`config.mk`:
```
export PLATFORM = sky130hd
export DESIGN_NAME = input_conditioner
export DESIGN_NICKNAME = d
export VERILOG_FILES = /design/src/rtl/input_conditioner.sv
export SDC_FILE = /design/constraint.sdc
export NUM_CORES = 1
export LEC_CHECK = 0
export CAP_MARGIN = 20
export CORE_ASPECT_RATIO = 0.6
export CORE_UTILIZATION = 35
export CTS_BUF_LIST = sky130_fd_sc_hd__clkbuf_16
export DETAILED_ROUTE_END_ITERATION = 8
export SLEW_MARGIN = 20
export SYNTH_ARGS = -nofsm -noshare
export SYNTH_HDL_FRONTEND = slang
export SYNTH_SLANG_ARGS = --single-unit
```
`constraint.sdc`:
```
create_clock -name clk -period 4.45 [get_ports clk]
set_input_delay 0.445 -clock clk [delete_from_list [all_inputs] [get_ports clk]]
set_output_delay 0.445 -clock clk [all_outputs]
set_load 0.01 [all_outputs]
```
`src/rtl/input_conditioner.sv`:
```
// Input conditioner: synchronizes raw Basys3 switch/button pins, debounces them
// on a divided sample tick, and generates per-button press/release/auto-repeat
// event pulses for the I/O register block and its polling/interrupt logic.
module input_conditioner #(
  parameter int unsigned N_SW         = 16,
  parameter int unsigned N_BTN        = 5,
  parameter int unsigned TICK_DIV     = 100000,
  parameter int unsigned STABLE_TICKS = 20,
  parameter int unsigned REPEAT_DELAY = 500,
  parameter int unsigned REPEAT_RATE  = 100
) (
  input  logic             clk,
  input  logic             rst_n,
  input  logic [N_SW-1:0]  sw_raw,
  input  logic [N_BTN-1:0] btn_raw,
  output logic [N_SW-1:0]  sw,
  output logic [N_BTN-1:0] btn,
  output logic [N_BTN-1:0] btn_press,
  output logic [N_BTN-1:0] btn_release,
  output logic [N_BTN-1:0] btn_repeat,
  output logic             event_any
);

  localparam int unsigned N_CH    = N_SW + N_BTN;
  localparam int unsigned DIV_W   = $clog2(TICK_DIV);
  localparam int unsigned STB_W   = $clog2(STABLE_TICKS + 1);
  localparam int unsigned RPT_MAX = (REPEAT_DELAY > REPEAT_RATE) ? REPEAT_DELAY : REPEAT_RATE;
  localparam int unsigned RPT_W   = $clog2(RPT_MAX + 1);

  localparam logic [DIV_W-1:0] DIV_LAST  = DIV_W'(TICK_DIV - 1);
  localparam logic [STB_W-1:0] STB_LAST  = STB_W'(STABLE_TICKS);
  localparam logic [RPT_W-1:0] RPT_DELAY = RPT_W'(REPEAT_DELAY);
  localparam logic [RPT_W-1:0] RPT_RATE  = RPT_W'(REPEAT_RATE);

  typedef enum logic [1:0] {
    IDLE   = 2'd0,
    HOLD   = 2'd1,
    REPEAT = 2'd2
  } rpt_state_t;

  // Channel vector: switches in the low bits, buttons above them.
  logic [N_CH-1:0]  sync_q1;
  logic [N_CH-1:0]  sync_q2;
  logic [DIV_W-1:0] div_q;
  logic             tick;
  logic [N_CH-1:0]  clean_q;
  logic [N_CH-1:0]  clean_d;
  logic [STB_W-1:0] stb_q [N_CH];
  logic [STB_W-1:0] stb_d [N_CH];
  logic [N_BTN-1:0] press_c;
  logic [N_BTN-1:0] release_c;
  logic [N_BTN-1:0] repeat_c;
  rpt_state_t       rpt_state_q [N_BTN];
  rpt_state_t       rpt_state_d [N_BTN];
  logic [RPT_W-1:0] rpt_cnt_q   [N_BTN];
  logic [RPT_W-1:0] rpt_cnt_d   [N_BTN];

  // Two-flop synchronizer for every raw pin.
  always_ff @(posedge clk or negedge rst_n) begin
    if (!rst_n) begin
      sync_q1 <= '0;
      sync_q2 <= '0;
    end else begin
      sync_q1 <= {btn_raw, sw_raw};
      sync_q2 <= sync_q1;
    end
  end

  // Sample-tick divider; tick marks the wrap cycle.
  always_ff @(posedge clk or negedge rst_n) begin
    if (!rst_n) begin
      div_q <= '0;
    end else if (tick) begin
      div_q <= '0;
    end else begin
      div_q <= div_q + DIV_W'(1);
    end
  end

  assign tick = (div_q == DIV_LAST);

  // Debounce next state: a level change must persist STABLE_TICKS ticks.
  always_comb begin
    clean_d = clean_q;
    for (int i = 0; i < N_CH; i++) begin
      stb_d[i] = stb_q[i];
      if (tick) begin
        if (sync_q2[i] != clean_q[i]) begin
          if ((stb_q[i] + STB_W'(1)) == STB_LAST) begin
            clean_d[i] = sync_q2[i];
            stb_d[i]   = '0;
          end else begin
            stb_d[i] = stb_q[i] + STB_W'(1);
          end
        end else begin
          stb_d[i] = '0;
        end
      end
    end
  end

  // Debounce state registers.
  always_ff @(posedge clk or negedge rst_n) begin
    if (!rst_n) begin
      clean_q <= '0;
      for (int i = 0; i < N_CH; i++) begin
        stb_q[i] <= '0;
      end
    end else begin
      clean_q <= clean_d;
      for (int i = 0; i < N_CH; i++) begin
        stb_q[i] <= stb_d[i];
      end
    end
  end

  // Clean-level edges, seen in the same cycle the clean level updates.
  assign press_c   =  clean_d[N_CH-1:N_SW] & ~clean_q[N_CH-1:N_SW];
  assign release_c = ~clean_d[N_CH-1:N_SW] &  clean_q[N_CH-1:N_SW];

  // Repeat FSM next state; release overrides any repeat on the same cycle.
  always_comb begin
    repeat_c = '0;
    for (int i = 0; i < N_BTN; i++) begin
      rpt_state_d[i] = rpt_state_q[i];
      rpt_cnt_d[i]   = rpt_cnt_q[i];
      if (release_c[i]) begin
        rpt_state_d[i] = IDLE;
        rpt_cnt_d[i]   = '0;
      end else begin
        case (rpt_state_q[i])
          IDLE: begin
            if (press_c[i]) begin
              rpt_state_d[i] = HOLD;
              rpt_cnt_d[i]   = '0;
            end
          end
          HOLD: begin
            if (tick) begin
              if ((rpt_cnt_q[i] + RPT_W'(1)) == RPT_DELAY) begin
                repeat_c[i]    = 1'b1;
                rpt_cnt_d[i]   = '0;
                rpt_state_d[i] = REPEAT;
              end else begin
                rpt_cnt_d[i] = rpt_cnt_q[i] + RPT_W'(1);
              end
            end
          end
          REPEAT: begin
            if (tick) begin
              if ((rpt_cnt_q[i] + RPT_W'(1)) == RPT_RATE) begin
                repeat_c[i]  = 1'b1;
                rpt_cnt_d[i] = '0;
              end else begin
                rpt_cnt_d[i] = rpt_cnt_q[i] + RPT_W'(1);
              end
            end
          end
          default: begin
            rpt_state_d[i] = IDLE;
            rpt_cnt_d[i]   = '0;
          end
        endcase
      end
    end
  end

  // Repeat FSM state registers.
  always_ff @(posedge clk or negedge rst_n) begin
    if (!rst_n) begin
      for (int i = 0; i < N_BTN; i++) begin
        rpt_state_q[i] <= IDLE;
        rpt_cnt_q[i]   <= '0;
      end
    end else begin
      for (int i = 0; i < N_BTN; i++) begin
        rpt_state_q[i] <= rpt_state_d[i];
        rpt_cnt_q[i]   <= rpt_cnt_d[i];
      end
    end
  end

  // Registered event pulses, aligned with the clean-level change.
  always_ff @(posedge clk or negedge rst_n) begin
    if (!rst_n) begin
      btn_press   <= '0;
      btn_release <= '0;
      btn_repeat  <= '0;
    end else begin
      btn_press   <= press_c;
      btn_release <= release_c;
      btn_repeat  <= repeat_c;
    end
  end

  assign sw        = clean_q[N_SW-1:0];
  assign btn       = clean_q[N_CH-1:N_SW];
  assign event_any = |(btn_press | btn_repeat);

endmodule

```
==> results of run 1 <==
## cells in the mapped netlist, drive strengths merged (4+ instances only)
master / number / area share
clkbuf: 17 / 0.0047
nand2b: 33 / 0.015
ha: 75 / 0.069
nand3: 90 / 0.033
nor3: 31 / 0.012
a22oi: 14 / 0.0077
nor3b: 10 / 0.0062
a32o: 4 / 0.0029
a31oi: 5 / 0.0034
or3: 14 / 0.0064
o31ai: 15 / 0.0083
mux2: 19 / 0.016
mux2i: 16 / 0.012
dfrtp: 255 / 0.47
and4: 4 / 0.0026
a211o: 6 / 0.0039
nand3b: 14 / 0.0077
nand2: 197 / 0.054
or2: 7 / 0.0032
a221oi: 4 / 0.0035
and2: 6 / 0.0028
or3b: 6 / 0.0039
and3b: 4 / 0.0026
and3: 14 / 0.0064
inv: 52 / 0.014
nor2: 97 / 0.027
o22ai: 21 / 0.0097
a21boi: 13 / 0.0072
o21ai: 147 / 0.055
a22o: 30 / 0.019
nor4: 7 / 0.0043
a21o: 9 / 0.0050
a21oi: 28 / 0.010
buf: 14 / 0.0057
nor2b: 17 / 0.0078
nand4: 13 / 0.0060
xnor2: 39 / 0.025
xor2: 40 / 0.026
## worst reg2reg max path, stage by stage, from the launching register on
cell and delay, ps:
dfrtp_1 390, ha_1 230, and4_1 240, nand2_1 150, or4_4 750, nor2_1 200, mux2i_1 300, ha_1 290
nand2b_1 210, o32a_1 350, nor2_1 180, mux2_2 320
## power by group
group / leakage (nW) / internal, mW / total [mW] / switching, mW
clock: 0.414 / 1.26 / 2.16 / 0.903
combinational: 3.00 / 0.0329 / 0.0963 / 0.0633
sequential: 3.45 / 2.34 / 2.35 / 0.0125
total: 6.86 / 3.63 / 4.61 / 0.979
## metal layers
| layer | wire length (um) | GRT usage |
|---|---|---|
| met2 | 11700 | 0.213 |
| met4 | 420 | 0.0281 |
| met3 | 1100 | 0.0275 |
| met5 | 0 | 0 |
| met1 | 14300 | 0.207 |
## per-stage QoR
step                      hold WS (ps)  power (mW)  instance area, um2  cells  utilization
final                              345        4.61               15600   2014        0.411
after global placement             332        2.49               14800   1969        0.389
after CTS                          313        4.70               15600   2014        0.411
after global routing               312        4.80               15600   2014        0.411
after detailed placement           335        2.49               14800   1969        0.389
after floorplan                    149        2.41               13600   1419            -
## state kept, by name, indices dropped and copies added (netlist names)
register	count
btn_press	5
btn_release	5
btn_repeat	5
clean_q	21
div_q	17
rpt_cnt_q	45
rpt_state_q	10
stb_q	105
sync_q1	21
sync_q2	21
## logic make-up after synthesis
group / after synthesis / share of synthesized area
AND/OR/NAND/NOR: 571 / 0.207
flip-flops: 255 / 0.469
XOR/XNOR: 79 / 0.0508
AO/OA/AOI/OAI: 321 / 0.152
buffers and inverters: 83 / 0.0247
multiplexers: 35 / 0.0275
adder cells (fa/ha/maj): 75 / 0.0689
## worst min-delay path by stage
| stage | start | end | slack (ps) | cells past startpoint |
|---|---|---|---|---|
| after floorplan | rst_n | btn_press[0] | 150 | 0 |
| after global placement | sync_q1[1] | sync_q2[1] | 330 | 0 |
| after detailed placement | sync_q1[4] | sync_q2[4] | 330 | 0 |
| after CTS | btn_raw[3] | sync_q1[19] | 310 | 1 |
| after global routing | sw_raw[2] | sync_q1[2] | 310 | 1 |
| final | btn_raw[3] | sync_q1[19] | 350 | 1 |
## repair_timing
item,4_1_cts,5_1_grt
hold buffers,1,0
setup endpoints to repair,0,0
endpoints found under the hold margin,91,0
resized for setup,0,0
## layout make-up
cell class,instances,share of cell area
well taps,513,0.0411
multi-input cells,1081,0.441
clock buffers,27,0.0432
flip-flops and latches,255,0.408
repair buffers,69,0.0439
clock inverters,17,0.00961
inverters,52,0.0125
==> impl_metrics.ini, run 1 <==
[status]
status = finished, final reports clean

[clocking]
cts_root_buffer = clkbuf_16
path_clk_slew_ps = 60
cts_setup_buffers = 0
clock-sinks = 255
clock_path_buffers = 3
numCtsBuffers = 26
cts_tree = yes
cts_max_level = 1
worstSkewPairLatency_ps = 540

[layout]
diodes = 0
syn2layout_area_growth_pct = 14.8
layout-drive-gt1-share = 0.0633
mostFrequentLayoutCells = dfrtp_1 (255), nand2_1 (197), o21ai_0 (142), nor2_1 (94), nand3_1 (89)
fin_nets = 1583
multiInputGateArea_um2 = 6900
n_fill_cell = 3678
seq_area_um2 = 6380
final_common_cell = dfrtp_1

[floorplanning]
die_h_um = 155
fp.dieW_um = 257
core_area_um2 = 38000
ioPinCount = 60
initial_core_util = 0.358
dieArea_um2 = 39700
rows = 55

[worst_setup_path]
crit_cells = 11
worstSetupPathType = reg -> reg
rr_worst_depth = 11
r2r_setup_slack_ps = 700
crit_path_max_incr_delay_ps = 750
cp_max_fo = 24
endpoint_kind = flop
r2r_end = rpt_cnt_q[36]
critPathLaunch = div_q[0]
crit_family = simple AND/OR/NAND/NOR gates
required_ps = 4870
reg2reg_from = div_q[0]
crit_arrival_ps = 4170
crit_end = rpt_cnt_q[36]
path_cells = ha_1, and4_1, nand2_1, or4_4, nor2_1, mux2i_1, ha_1, nand2b_1, o32a_1, nor2_1, mux2_2
crit_buf_inv = 0
cpMaxStageDelayCell = or4_4
start_kind = flop

[synth]
ys_types = 71
seq_area_frac_synth = 0.469
yosysWarnings = 0
syn_inst = 1419
synth.avg_cell_area_um2 = 9.59
synth_flop_cell = dfrtp_1
synth_seq_cells = 255
synth_area_um2 = 13600
synth_edf_count = 0
syn_nets = 1517
synthArstFlopShare = 1.00

[detailed_routing]
num_vias = 10200
avgRoutedWirePerCell_um = 13.7
detail-route-antenna-nets = 0
viasPerCell = 5.07
drt_iter0_markers = 805
drt_wl_total_um = 27500
drc = 0
dr.pass1.iters = 6

[sta]
drv_slew = 0
finalHoldViolCount = 0
slew_headroom = 0.445
fin_crit_sh = 0.842
tns_ps = 0
finalSetupViolations = 0
rsz0062_at_grt = false
tightest_slew_ps = 833
min_period_ps = 3750
fin_ws_ps = 702
skew_ps = 10.8
max_freq_mhz = 267

[place]
hpwl_um = 18500
place.gp.congestion = 0.864
portBuffers = 59
dp_slack_ps = 734

[grt]
grt_pass1_wl_um = 47500
grt_usage = 0.140
antenna_found_initial = 0
grt_max_degree = 119
grt_pass1_vias = 9654
overflow = 0

[worst_hold_path]
min_path_type = in -> reg

[run]
cap_violations = 0

[pwr]
leakage_nw = 6.86
ir_drop_v = 0.000196
power_density_nw_per_um2 = 295
Note: power is estimated with default switching activity, not from simulation.
==> run 2, diff against run 1 <==
==> constraint.sdc (replaced) <==
create_clock -name clk -period 3.9 [get_ports clk]
set_input_delay 0.39 -clock clk [delete_from_list [all_inputs] [get_ports clk]]
set_output_delay 0.39 -clock clk [all_outputs]
set_load 0.01 [all_outputs]
==> run 2 against run 1 <==
Sequential power increased by 14%. Clock-buffer cell count down 2. First-iteration DRC count decreased by 4.1%. Die area did not move. Cell area barely moved. Clock skew rose by 15 ps. Combinational power rose by 17%. Via count is 1.1% higher. Sequential share of layout area about the same. Routed wire length rose by 2.3%. Final cell count is 0.20% higher. Largest cell class unchanged. Largest power group unchanged.
==> impl_metrics.ini, run 2 (synthesis gave the netlist of run 1 again) <==
[worst_setup_path]
required_ps = 4380
crit_path_max_incr_delay_ps = 720
r2r_end = rpt_cnt_q[30]
start_kind = flop
cp_max_fo = 22
crit_arrival_ps = 4080
reg2reg_from = div_q[0]
cpMaxStageDelayCell = or4_4
r2r_setup_slack_ps = 300
rr_worst_depth = 13
worstSetupPathType = reg -> reg
endpoint_kind = flop
path_cells = ha_1, and4_1, nand2_1, or4_4, nor2_1, mux2i_1, inv_1, ha_1, nand2_1, nand4_1, o22a_2, nor3_1, a211o_1

[pwr]
total_power_mw = 5.12
pwr-share-seq = 0.524
power_density_nw_per_um2 = 328
p_int_mw = 4.00
power.net_switching_mw = 1.12
pwr-share-comb = 0.022
leakage_nw = 6.88
switching_share = 0.219
clock_power_share = 0.454
ir_drop_v = 0.000216

[grt]
grt_use_met3 = 0.0252
grt_max_degree = 108
met2_usage = 0.215
antenna_found_initial = 0
use_met1 = 0.215
grt_usage = 0.143
overflow = 0
grt_pass1_vias = 9703
grt-busiest-layer = met1
grt_pass1_wl_um = 48200

[run]
cap_violations = 0

[clocking]
cts_tree = yes
cts_setup_buffers = 0
worstSkewPairLatency_ps = 550
cts_root_buffer = clkbuf_16
cts_max_level = 1
clock_path_buffers = 3
path_clk_slew_ps = 70
numCtsBuffers = 25
clock-sinks = 255

[layout]
final_common_cell = dfrtp_1
syn2layout_area_growth_pct = 14.7
fin_nets = 1586
diodes = 0
finish.utilization = 0.411
seq_area_um2 = 6380
mostFrequentLayoutCells = dfrtp_1 (255), nand2_1 (197), o21ai_0 (142), nor2_1 (94), nand3_1 (89)
reg.largest.list = stb_q (105), rpt_cnt_q (45)
largest_reg_flops = 105
layout-drive-gt1-share = 0.0684
n_fill_cell = 3681
multiInputGateArea_um2 = 6910
largest_register = stb_q

[floorplanning]
initial_core_util = 0.358
dieArea_um2 = 39700
core_area_um2 = 38000
rows = 55
die_h_um = 155
fp.dieW_um = 257
ioPinCount = 60

[worst_hold_path]
min_from = sw_raw[12]
min_path_type = in -> reg
hold_end = sync_q1[12]
hold_depth = 1

[detailed_routing]
detail-route-antenna-nets = 0
drt_iter0_markers = 772
avgRoutedWirePerCell_um = 14.0
dr.pass1.iters = 5
drc = 0
drt_wl_total_um = 28200
viasPerCell = 5.11
num_vias = 10300

[sta]
min_period_ps = 3600
tightest_slew_ps = 850
rsz0062_at_grt = false
finalHoldViolCount = 0
tns_ps = 0
finalSetupViolations = 0
slew_headroom = 0.433
drv_slew = 0
max_freq_mhz = 278
fin_crit_sh = 0.923
fin_ws_ps = 301
skew_ps = 26.2

[place]
hpwl_um = 19200
dp_slack_ps = 169
place.gp.congestion = 0.820
portBuffers = 59

[status]
status = finished, final reports clean
[run 2: changes by cell type in the layout (fill, tap and decap cells not counted), moves of 2 or more]
cell       before  now
clkinv_1        7    3
inv_1          55   58
clkbuf_16      27   25
buf_4           8   11
clkinv_2        3    7
[run 2: final cells by class]
cell class                      instances  area share
Inverter                               52      0.0125
Tap cell                              513      0.0411
Timing Repair Buffer                   73      0.0466
Clock buffer                           25      0.0401
Multi-Input combinational cell       1081       0.442
Sequential cell                       255       0.409
Clock inverter                         19     0.00881
[run 2: routing by layer]
metal / part of all wire / vias to the layer above
li1: - / 5183
met1: 0.53 / 4945
met2: 0.42 / 149
met3: 0.032 / 34
met4: 0.016 / 0
met5: 0 / -
[run 2: metrics by stage]
step,cells,hold WS (ps),instance area (um2)
after global routing,2018,256,15600
final,2018,276,15600
after global placement,1973,332,14800
after detailed placement,1973,336,14800
after CTS,2018,251,15600
after floorplan,1419,94.4,13600
[run 2: what timing repair did]
action                     in CTS  in global routing
hold endpoints to repair      103                  0
hold buffers                    1                  0
gates resized for setup         0                  3
setup endpoints to repair       0                  7
[run 2: power groups by stage]
stage	sequential, mW	clock, mW	combinational [mW]
5_1_grt	2.68	2.53	0.132
4_1_cts	2.68	2.43	0.120
3_3_place_gp	2.73	0	0.118
2_1_floorplan	2.73	0	0.0267
6_report	2.68	2.33	0.113
3_5_place_dp	2.73	0	0.118
[run 2: worst max path at each step]
stage               startpoint            end  slack [ps]  cells past startpoint
floorplan             div_q[0]  rpt_cnt_q[30]         450                     16
global placement      div_q[0]  rpt_cnt_q[30]         330                     13
detailed placement    div_q[0]  rpt_cnt_q[33]         170                     13
CTS                   div_q[0]  rpt_cnt_q[33]         160                     13
global route          div_q[0]  rpt_cnt_q[33]          20                     13
finish                div_q[0]  rpt_cnt_q[30]         300                     13
[run 2: worst max-delay path, delay by kind of cell, from the launching register on]
kind / cells / cell delay [ps]
flip-flops: 1 / 390
multiplexers: 1 / 310
adder cells (fa/ha/maj): 2 / 500
AO/OA/AOI/OAI: 2 / 460
AND/OR/NAND/NOR: 7 / 1750
buffers and inverters: 1 / 100
==> run 3, diff against run 2 <==
--- a/config.mk
+++ b/config.mk
@@ -5,6 +5,7 @@
 export SDC_FILE = /design/constraint.sdc
 export NUM_CORES = 1
 export LEC_CHECK = 0
+export ABC_AREA = 1
 export CAP_MARGIN = 20
 export CORE_ASPECT_RATIO = 0.6
 export CORE_UTILIZATION = 35
==> run 3 against run 2 <==
Synthesized cell count increased by 13%. Core utilization shrank 0.077 points. Final cell count is 9.4% higher. Sequential power about the same. Total power rose by 3.7%. Largest power group unchanged. Via count decreased by 0.73%. Clock skew fell by 17 ps. Combinational power shrank 14%. Synthesized area decreased by 1.3%. Routed wire length grew 1.5%. Global-route usage up 0.84 points. Sequential cell count unchanged.
==> impl_metrics.ini, run 3 <==
[sta]
rsz0062_at_grt = false
drv_slew = 0
finalHoldViolCount = 0
slew_headroom = 0.309
min_period_ps = 3130
finalSetupViolations = 0
tightest_slew_ps = 1040
max_freq_mhz = 319
fin_crit_sh = 0.804
skew_ps = 9.53
tns_ps = 0

[pwr]
power_density_nw_per_um2 = 343
leakage_nw = 7.33
ir_drop_v = 0.000274

[layout]
n_fill_cell = 3682
largest_register = stb_q
syn2layout_area_growth_pct = 15.3
layout-drive-gt1-share = 0.0496
diodes = 0
reg.largest.list = stb_q (105), rpt_cnt_q (45)
finish.utilization = 0.410
final_common_cell = nand2_1
fin_nets = 1772
largest_reg_flops = 105
fin_area_um2 = 15500
mostFrequentLayoutCells = nand2_1 (451), dfrtp_1 (255), inv_1 (192), nor2_1 (133), nand3_1 (128)

[grt]
grt_usage = 0.152
grt_pass1_wl_um = 49100
antenna_found_initial = 0
grt_max_degree = 99
overflow = 0
grt_pass1_vias = 9769

[detailed_routing]
drc = 0
drt_iter0_markers = 792
avgRoutedWirePerCell_um = 13.0
dr.pass1.iters = 7
viasPerCell = 4.64
num_vias = 10200
detail-route-antenna-nets = 0
drt_wl_total_um = 28600

[worst_setup_path]
required_ps = 4380
crit_arrival_ps = 3610
endpoint_kind = flop
worstSetupPathType = reg -> reg
rr_worst_depth = 18
start_kind = flop
cp_max_fo = 24

[synth]
synth_top_area_cell = dfrtp_1
synthArstFlopShare = 1.00
synth_edf_count = 0
yosysWarnings = 0
syn_inst = 1602
ys_types = 38
synth_most_common_cell = nand2_1
syn_nets = 1700
synth.top_cells.by_count = nand2_1 (451), dfrtp_1 (255), inv_1 (190), nor2_1 (133), nand3_1 (128)
seq_area_frac_synth = 0.475
synth_flop_cell = dfrtp_1
synth.avg_cell_area_um2 = 8.39
synth_top_area_share = 0.475
synthTopCellsByArea = dfrtp_1 (47%), nand2_1 (13%), ha_1 (7.0%)
synth_area_um2 = 13400
synth_seq_cells = 255

[floorplanning]
dieArea_um2 = 39200
die_h_um = 154
fp.dieW_um = 255
core_area_um2 = 37800
rows = 55
initial_core_util = 0.356
ioPinCount = 60

[status]
status = finished, final reports clean

[place]
hpwl_um = 19300
portBuffers = 59
place.gp.congestion = 0.848
placed_area_um2 = 14600

[worst_hold_path]
hold_depth = 1
min_path_type = in -> reg

[clocking]
worstSkewPairLatency_ps = 540
path_clk_slew_ps = 70
numCtsBuffers = 26
clock_path_buffers = 3
cts_root_buffer = clkbuf_16
clock-sinks = 255
cts_max_level = 1
cts_tree = yes
cts_setup_buffers = 0

[run]
cap_violations = 0
## run 3: changes by cell type after synthesis, moves of 24 or more
cell | before | now
nor3_1 | 30 | 6
nand2b_1 | 33 | 0
inv_1 | 52 | 190
xor2_1 | 40 | 72
o21ai_0 | 142 | 88
nor2_1 | 94 | 133
nand3_1 | 89 | 128
nand2_1 | 197 | 451
## run 3: routing by layer
| layer | part of all wire | global-route usage | vias up | wire (um) |
|---|---|---|---|---|
| met4 | 0.015 | 0.0262 | 0 | 435 |
| met1 | 0.53 | 0.230 | 4778 | 15100 |
| met5 | 0 | 0 | - | 0 |
| li1 | - | - | 5273 | - |
| met3 | 0.036 | 0.0257 | 26 | 1030 |
| met2 | 0.42 | 0.228 | 159 | 12100 |
## run 3: final cells by class
| type | instances | area, um2 | area share |
|---|---|---|---|
| Clock buffer | 27 | 676 | 0.0436 |
| Clock inverter | 21 | 184 | 0.0119 |
| Inverter | 195 | 737 | 0.0475 |
| Multi-Input combinational cell | 1129 | 6200 | 0.400 |
| Sequential cell | 255 | 6380 | 0.412 |
| Tap cell | 513 | 642 | 0.0414 |
| Timing Repair Buffer | 67 | 683 | 0.0441 |
## run 3: power by group
| group | switching, mW | internal [mW] |
|---|---|---|
| Sequential | 0.0118 | 2.67 |
| Clock | 1.08 | 1.46 |
| Combinational | 0.0675 | 0.0299 |
| Total | 1.16 | 4.15 |
## run 3: through the flow
step                cells  hold WS (ps)  setup WS, ps  total power [mW]
CTS                  2207           254           732              5.41
global placement     2158           332           902              2.83
finish               2207           285           765              5.31
floorplan            1602          94.4          1530              2.74
global route         2207           264           394              5.53
detailed placement   2158           335           757              2.83
## run 3: repair_timing
item | in CTS | in global routing
endpoints found under the hold margin | 96 | 0
setup endpoints to repair | 0 | 0
gates resized for setup | 0 | 0
hold buffers | 1 | 0
## run 3: cell families after synthesis
| group | count (synthesis) | share of synthesized area |
|---|---|---|
| AOI/OAI and AO/OA | 162 | 0.0715 |
| xor gates and xnor gates | 98 | 0.0638 |
| adders and majority gates | 75 | 0.0698 |
| buffers and inverters | 218 | 0.0645 |
| DFF | 255 | 0.475 |
| muxes | 3 | 0.00223 |
| and+or+nand+nor | 791 | 0.253 |
## run 3: worst max-delay path, stage by stage, from the launching register on
cell and delay (ps):
dfrtp_1 370, ha_1 180, nand2_1 60, clkinv_1 80, nand3_2 110, nor2_2 170, nand2_4 130, inv_2 430
nand3_1 180, o21ai_1 240, inv_1 90, ha_1 280, nand2_1 60, nand2_1 60, inv_1 90, nand3_1 240
inv_1 140, nand3_1 80, nand2_1 60
## run 3: path summary, 6_finish.rpt
| check | startpoint | endpoint | slack (ps) |
|---|---|---|---|
| hold / removal | sw_raw[10] | sync_q1[10] | 290 |
| setup reg to reg | div_q[0] | rpt_cnt_q[26] | 770 |
| hold reg to reg | sync_q1[3] | sync_q2[3] | 350 |
| min in group asynchronous | rst_n | sync_q2[12] | 490 |
| setup / recovery | div_q[0] | rpt_cnt_q[26] | 770 |
| max in group asynchronous | rst_n | rpt_cnt_q[41] | 2480 |
